--- config.mk ---
export PLATFORM = sky130hd
export DESIGN_NAME = fft_reorder_buf
export DESIGN_NICKNAME = d
export VERILOG_FILES = /design/src/rtl/fft_reorder_buf.sv
export SDC_FILE = /design/constraint.sdc
export NUM_CORES = 1
export LEC_CHECK = 0
export CELL_PAD_IN_SITES_DETAIL_PLACEMENT = 0
export CELL_PAD_IN_SITES_GLOBAL_PLACEMENT = 2
export CORE_MARGIN = 4
export CORE_UTILIZATION = 45
export CTS_BUF_LIST = sky130_fd_sc_hd__clkbuf_4
export CTS_CLUSTER_DIAMETER = 80
export CTS_CLUSTER_SIZE = 16
export DETAILED_ROUTE_END_ITERATION = 6
export GPL_TIMING_DRIVEN = 0
export PLACE_DENSITY = 0.73
export SLEW_MARGIN = 15
export SYNTH_ARGS = -nofsm -noshare
export SYNTH_HDL_FRONTEND = slang
export SYNTH_SLANG_ARGS = --single-unit
--- constraint.sdc ---
create_clock -name clk -period 4.22 [get_ports clk]
set_clock_uncertainty 0.1 [all_clocks]
set_input_delay 0.844 -clock clk [delete_from_list [all_inputs] [get_ports clk]]
set_output_delay 0.844 -clock clk [all_outputs]
set_load 0.01 [all_outputs]
--- src/rtl/fft_reorder_buf.sv ---
// fft_reorder_buf: reorders bit-reversed FFT output frames into natural order.
// Two-bank ping-pong store; one frame is written while the other drains.
// Optional sticky overflow flag on port ovf, enabled by defining FFT_REORDER_OVF_EN.
// Sample width comes from the global `W macro (defaults to 16 if not set).
`ifndef W
`define W 16
`endif

module fft_reorder_buf #(
    parameter int unsigned LOG2N = 4
) (
    input  logic          clk,
    input  logic          rst,
    input  logic          in_valid,
    output logic          in_ready,
    input  logic [`W-1:0] i_re,
    input  logic [`W-1:0] i_im,
    output logic          out_valid,
    input  logic          out_ready,
    output logic [`W-1:0] o_re,
    output logic [`W-1:0] o_im,
    output logic          o_last
`ifdef FFT_REORDER_OVF_EN
    ,
    output logic          ovf
`endif
);

    localparam int unsigned DW = `W;
    localparam int unsigned N  = 1 << LOG2N;
    localparam logic [LOG2N-1:0] LAST_IDX = LOG2N'(N - 1);

    // Reverse the bit order of a LOG2N-bit index.
    function automatic logic [LOG2N-1:0] bitrev(input logic [LOG2N-1:0] a);
        logic [LOG2N-1:0] r;
        r = '0;
        for (int unsigned b = 0; b < LOG2N; b++) begin
            r[b] = a[LOG2N-1-b];
        end
        return r;
    endfunction

    // Two banks of N complex words, {re, im}.
    logic [2*DW-1:0] mem_q [2][N];

    logic [LOG2N-1:0] wcnt_q,  wcnt_d;
    logic             wsel_q,  wsel_d;
    logic [LOG2N-1:0] rcnt_q,  rcnt_d;
    logic             rsel_q,  rsel_d;
    logic [1:0]       full_q,  full_d;
    logic             ovld_q,  ovld_d;
    logic [DW-1:0]    ore_q,   ore_d;
    logic [DW-1:0]    oim_q,   oim_d;
    logic             olast_q, olast_d;

    logic             wr_fire;
    logic             ld_fire;
    logic [2*DW-1:0]  rd_word;

    // Handshake decode and bank read port.
    assign in_ready = ~full_q[wsel_q];
    assign wr_fire  = in_valid & in_ready;
    assign ld_fire  = full_q[rsel_q] & (~ovld_q | out_ready);
    assign rd_word  = mem_q[rsel_q][rcnt_q];

    // Write side next state: bit-reversed address counter and bank hand-off.
    always_comb begin
        wcnt_d = wcnt_q;
        wsel_d = wsel_q;
        if (wr_fire) begin
            wcnt_d = wcnt_q + LOG2N'(1);
            if (wcnt_q == LAST_IDX) begin
                wsel_d = ~wsel_q;
            end
        end
    end

    // Read side next state: natural-order counter and output register load.
    always_comb begin
        rcnt_d  = rcnt_q;
        rsel_d  = rsel_q;
        ovld_d  = ovld_q;
        ore_d   = ore_q;
        oim_d   = oim_q;
        olast_d = olast_q;
        if (ld_fire) begin
            ore_d   = rd_word[2*DW-1:DW];
            oim_d   = rd_word[DW-1:0];
            olast_d = (rcnt_q == LAST_IDX);
            ovld_d  = 1'b1;
            rcnt_d  = rcnt_q + LOG2N'(1);
            if (rcnt_q == LAST_IDX) begin
                rsel_d = ~rsel_q;
            end
        end else if (out_ready) begin
            ovld_d = 1'b0;
        end
    end

    // Full flags: read clears its bank, write sets the other; never the same bank.
    always_comb begin
        full_d = full_q;
        if (ld_fire && (rcnt_q == LAST_IDX)) begin
            full_d[rsel_q] = 1'b0;
        end
        if (wr_fire && (wcnt_q == LAST_IDX)) begin
            full_d[wsel_q] = 1'b1;
        end
    end

    // Control and output registers.
    always_ff @(posedge clk or posedge rst) begin
        if (rst) begin
            wcnt_q  <= '0;
            wsel_q  <= 1'b0;
            rcnt_q  <= '0;
            rsel_q  <= 1'b0;
            full_q  <= 2'b00;
            ovld_q  <= 1'b0;
            ore_q   <= '0;
            oim_q   <= '0;
            olast_q <= 1'b0;
        end else begin
            wcnt_q  <= wcnt_d;
            wsel_q  <= wsel_d;
            rcnt_q  <= rcnt_d;
            rsel_q  <= rsel_d;
            full_q  <= full_d;
            ovld_q  <= ovld_d;
            ore_q   <= ore_d;
            oim_q   <= oim_d;
            olast_q <= olast_d;
        end
    end

    // Sample storage; contents need no reset.
    always_ff @(posedge clk) begin
        if (wr_fire) begin
            mem_q[wsel_q][bitrev(wcnt_q)] <= {i_re, i_im};
        end
    end

    assign out_valid = ovld_q;
    assign o_re      = ore_q;
    assign o_im      = oim_q;
    assign o_last    = olast_q;

`ifdef FFT_REORDER_OVF_EN
    logic ovf_q;

    // Sticky flag for any sample offered while the write bank is full.
    always_ff @(posedge clk or posedge rst) begin
        if (rst) begin
            ovf_q <= 1'b0;
        end else if (in_valid && !in_ready) begin
            ovf_q <= 1'b1;
        end
    end

    assign ovf = ovf_q;
`endif

endmodule

---- After elaboration in Yosys (flattened, before gate mapping) ----
Memories as Yosys holds them, arrays and structs flattened.
Cells that the tools add are included.
operators by class
  shift operators ......................... 0
  $lt $le $gt $ge ......................... 7
  div/mod/pow operators ................... 0
  multiplexer cells ....................... 19
  reduce and logical (&&, ||, !) cells .... 8
  bitwise operators ....................... 12
  add/subtract/negate cells ............... 2
  eq/ne operators ......................... 2
  multiply operators ...................... 0
operators with widths
  cell                                                        count
  two-way mux 512 bit                                         1
  binary-select mux 32 bit (select 4 bit)                     1
  demux 32 bit (select 4 bit)                                 1
  two-way mux 32 bit                                          3
  >= comparator 5 bit, second input constant                  2
  inverter 4 -> 5 bit                                         2
  two-way mux 1 bit                                           9
  adder 4 x 1 -> 4 bit, second input constant                 2
  equality test 4 bit, second input constant                  2
  logical AND 1 bit                                           5
  less-than comparator 5 x 1 -> 1 bit, second input constant  1
  less-than comparator 1 x 2 -> 1 bit, second input constant  2
  two-way mux 2 bit                                           2
  inverter 1 bit                                              4
  AND reduction 2 bit                                         2
  bitwise AND 1 bit                                           2
  bitwise AND 2 bit                                           1
  demux 1 bit (select 1 bit)                                  2
  >= comparator 1 bit, second input constant                  2
  inverter 2 bit                                              1
  OR 2 bit                                                    1
  nonzero test 2 bit                                          1
  OR 1 bit                                                    1
word-level totals
  ROM bits ................................ 0
  logic and storage cells ................. 60
  input bits .............................. 36
  RAM bits ................................ 1024
  output and inout bits ................... 35
  flip-flop bits (word level) ............. 46
  bits in latches ......................... 0
  memories ................................ 1
memories
  memory  depth  bits a word  rd ports  clocked after Yosys merged registers in  wr ports  line  source
  mem_q   2      512          1         0                                        1         44    logic [2*DW-1:0] mem_q [2][N];

---- Logic depth before layout (Yosys ltp) ----
  depth after elaboration ................. 9
  gate-level depth with buffers ........... 8
  gate-level depth less buffers ........... 4

---- Least setup slack after synthesis ----
OpenSTA, ideal clock, no wires.
  path type ............................... in2reg
  start point ............................. input in_valid
  end point ............................... memory mem_q[0][384] (netlist name), enable pin
  setup time .............................. 0.461 ns
  data required time ...................... 3.659 ns
  data arrival time ....................... 3.576 ns
  setup slack ............................. 0.083 ns
  buffers on the path ..................... 1
  stages on the path ...................... 4
  cells stage by stage .................... and2_1 > clkbuf_1 > nand2_1 > nor3_1
on the way
  word-level cells in the longest chain between the ends .. 3
ends and longest elaborated chain
  what                                       line  source
  start, declared                            14    input logic in_valid,
  bitwise AND 1 bit                          62    assign wr_fire = in_valid & in_ready;
  two-way mux 1 bit                          138   if (wr_fire) begin
  two-way mux 512 bit (implied by the code)  139   mem_q[wsel_q][bitrev(wcnt_q)] <= {i_re, i_im};
  end, declared                              44
No other way between the ends.

---- Worst setup path in the final report ----
  start point ............................. register wsel_q
  end point ............................... memory mem_q[0][148] (netlist name), enable pin
on the way
  word-level cells in the longest chain between the ends .. 6
ends and longest elaborated chain
  what                                                  line  source
  start, declared                                       47    logic wsel_q, wsel_d;
  start signal, assigned                                125   wsel_q <= wsel_d;
  two-way mux 1 bit (implied by the code) (2 in a row)  61    assign in_ready = ~full_q[wsel_q];
  inverter 1 bit                                        61
  bitwise AND 1 bit                                     62
  two-way mux 1 bit                                     138
  two-way mux 512 bit (implied by the code)             139
Parallel ways exist; a longest one is shown, timed or not. The select of a mux whose other input is x is not followed.

==> results.md <==
* Max-cap violations at 0
* Synth Instances at 1944
* Number of nets in the layout at 2180
* Clock network fraction of total power at 0.165
* Clock sink total at 1070
* Total track usage at 0.2006
* Minimum clock period after layout at 3798 ps
* Final Instance Count excl. Fillers at 3352
* Growth of design area from synthesis to finish at 9.711%
* Most area-hungry cell type in the Yosys netlist: sky130_fd_sc_hd__edfxtp_1
* Vias in the first global route at 19890
* Finished Cell Area at 45020 um2
* Gp weighted congestion at 0.8110
* Top cell types by occurrence after synthesis: sky130_fd_sc_hd__edfxtp_1, sky130_fd_sc_hd__mux2i_1, sky130_fd_sc_hd__mux4_2, sky130_fd_sc_hd__nor2_1, sky130_fd_sc_hd__o22ai_1
* Setup crit start kind: register
* Level count of the clock H-tree at 3
* Cell area power density at 561.6 nW/um2
* DIE HEIGHT at 310.0 um
* Largest net degree at the start of global routing at 33
* Multi-input gate area in the final layout at 8697 um2
* Class of the worst hold path: in2async
* Half-perimeter wire length after detailed placement at 65060 um
* Transition time at the pin with the least slew margin at 1188 ps
* Post-synth ARST share at 0.04299
* Number of clock buffers inserted by TritonCTS at 76
* Leakage power figure at 14.08 nW
* Cell row count at 110
* Number of distinct library cell variants in the gate-level netlist after synthesis at 39
* Count of warnings emitted by yosys at 0
* Die area at 96080 um2
* Syn nets at 1985
* Area of the core region at 90290 um2
* Layout cells sized above 1 at 0.2086
* TritonCTS clock tree: done
* Total standard cell area after synthesis at 41040 um2
* Antenna Violating Nets Remaining at 0
* Maximum clock insertion buffer count at 3
* Result of the run: finished, final reports clean
* Combinational cell fraction of total power at 0.333
* Top area cells in the synthesized netlist: sky130_fd_sc_hd__edfxtp_1, sky130_fd_sc_hd__mux4_2, sky130_fd_sc_hd__mux2i_1, sky130_fd_sc_hd__dfrtp_1, sky130_fd_sc_hd__o22ai_1
* Internal power summed over all cells at 17.05 mW
* Post-placement cell area at 44320 um2
* Number of ports placed on the die boundary at 71
* Sequential cell area at 31900 um2
* Starting density of the core at 0.4545
* Final setup violation count at 0
* Max rail drop VDD at 0.2197 mV
* Type of the setup path with the least slack: reg2reg
* CTS Root Cell: sky130_fd_sc_hd__clkbuf_4
* Final routed wire length divided by cell count at 28.47 um
* Max FO, Critical Path at 8
* Post-detailed-route DRC marker count at 0
* Count of flip-flops with a built-in enable after synthesis at 1024
* Count of cells along the worst register-to-register path at 8
* Normalized max-slew margin at 0.2053
* Library cell with the highest instance count after synthesis: sky130_fd_sc_hd__edfxtp_1
* Clk_lat worst skew at 890 ps
* CTS resizes at 0
* Die W at 310.0 um
* Hold buffer count at cts at 0
* Post-CTS repair timing setup buffer count at 0
* Max Slew Vio Count at 0
* Number of flip-flops and latches in the synthesized netlist at 1070
* Unrepaired setup endpoints after global routing: false
* Most used flip-flop cell after synthesis: sky130_fd_sc_hd__edfxtp_1
* Drt first pass iters at 7
* Hold violation count in the final report at 0
* Placed insts at 3237
* Via count at 19310
* Switching pwr at 8.239 mW
* Number of inserted filler cells in the final layout at 7219
* Achievable Freq at 0.2633 GHz
* Number of antenna violations at the first check in global routing at 5
* Proportion of power drawn by flip-flops and latches at 0.502
* Worst path arrival time at 4300 ps
* Share of the synthesized area in the top cell type at 0.7493
* Violation count after the first detailed-route iteration at 1654
* Total grt overflow at 0
* Average vias per placed instance at 5.761
* Register clock-pin slew on the reported worst setup and hold paths at 170 ps
* Mean instance size in the synthesized netlist at 21.11 um2
* I/O Buffers at 70
* Global-route wire length before repair at 138900 um
* Sequential element share of the synthesized area at 0.7774
* Critical path endpoint category: register
* Final TNS setup at 0 ps
* Final routed wirelength across all metal layers at 95430 um
* Crit share post-route at 0.9001
* Proportion of total power due to net switching at 0.3258
* Critical Path RT at 4730 ps
[stage by stage]
stage | power (mW) | hold slack, ps | worst slack [ps] | utilization
floorplan | 18.11 | 391.5 | 83.28 | -
global route | 26.46 | 185.0 | 295.8 | 0.4986
global placement | 21.19 | 458.6 | -3144 | 0.4786
CTS | 25.61 | 121.9 | 422.6 | 0.5001
detailed placement | 21.48 | 453.9 | -0.9286 | 0.4909
finish | 25.29 | 189.5 | 421.8 | 0.4986
[cell type report]
cell class                      instances  share of cell area
Inverter                                3           0.0002501
Clock inverter                          1          0.00008337
Sequential cell                      1070              0.7086
Buffer                                111             0.01448
Multi-Input combinational cell        760              0.1932
Antenna cell                            4           0.0002223
Tap cell                             1176             0.03268
Timing Repair Buffer                  117             0.03218
Clock buffer                          110             0.01834
[per-layer routing]
| layer | vias up | track usage | wire [um] | part of all wire |
|---|---|---|---|---|
| li1 | 8425 | - | - | - |
| met1 | 10290 | 0.2934 | 42580 | 0.45 |
| met2 | 508 | 0.3273 | 46090 | 0.48 |
| met3 | 91 | 0.02906 | 5268 | 0.055 |
| met4 | 0 | 0.04017 | 1491 | 0.016 |
| met5 | - | 0 | 0 | 0 |
[power groups by stage]
stage | combinational (mW) | clock [mW] | sequential [mW]
after floorplan | 5.23 | 0 | 12.9
after global placement | 8.21 | 0 | 13.0
after detailed placement | 8.54 | 0 | 12.9
after CTS | 8.55 | 4.35 | 12.7
after global routing | 8.99 | 4.74 | 12.7
final | 8.42 | 4.18 | 12.7
[worst max-delay path: stages, from the launching register on]
cell and delay [ps]:
sky130_fd_sc_hd__dfrtp_1 490, sky130_fd_sc_hd__mux2i_1 390, sky130_fd_sc_hd__and2_1 180, sky130_fd_sc_hd__clkbuf_1 280, sky130_fd_sc_hd__nand2_1 490, sky130_fd_sc_hd__nor3_2 820, sky130_fd_sc_hd__buf_4 330, sky130_fd_sc_hd__buf_4 230
sky130_fd_sc_hd__buf_6 170
[cell usage in the layout (no fill, tap or decap), drive strengths merged, types with 42 or more instances in the layout]
cell type / instances
buf: 146
clkbuf: 150
clkdlybuf4s50: 42
dfrtp: 46
edfxtp: 1024
mux2i: 258
mux4: 160
nand2: 42
nor2: 63
o22ai: 63
[sequential cells by signal (all words and copies together) (netlist names)]
register	cells
mem_q	1024
rcnt_q	4
o_re	16
wsel_q	1
rsel_q	1
out_valid	1
wcnt_q	4
o_last	1
full_q	2
o_im	16
[path summary, 6_finish.rpt]
path                                            start                       to  slack (ps)
worst max-delay path               wsel_q$_DFFE_PP0P_  mem_q[0][148]$_DFFE_PP_         420
worst min-delay path                              rst    wcnt_q[3]$_DFFE_PP0P_         190
worst max register to register     wsel_q$_DFFE_PP0P_  mem_q[0][148]$_DFFE_PP_         420
worst min register to register  rcnt_q[3]$_DFFE_PP0P_    rcnt_q[3]$_DFFE_PP0P_         480
max in group asynchronous                         rst      o_re[3]$_DFFE_PP0P_        3250
min in group clk                              i_im[5]   mem_q[0][37]$_DFFE_PP_         360
[logic make-up after synthesis]
| logic type | after synthesis | share of synthesized area |
|---|---|---|
| flip-flops | 1070 | 0.7774 |
| multiplexers | 419 | 0.1511 |
| AO/OA/AOI/OAI | 166 | 0.03317 |
| AND/OR/NAND/NOR | 162 | 0.01897 |
| buffers and inverters | 114 | 0.01613 |
| XOR/XNOR | 8 | 0.001707 |
| adder cells (fa/ha/maj) | 5 | 0.001525 |
No activity file was read; power rests on OpenSTA's default activity.
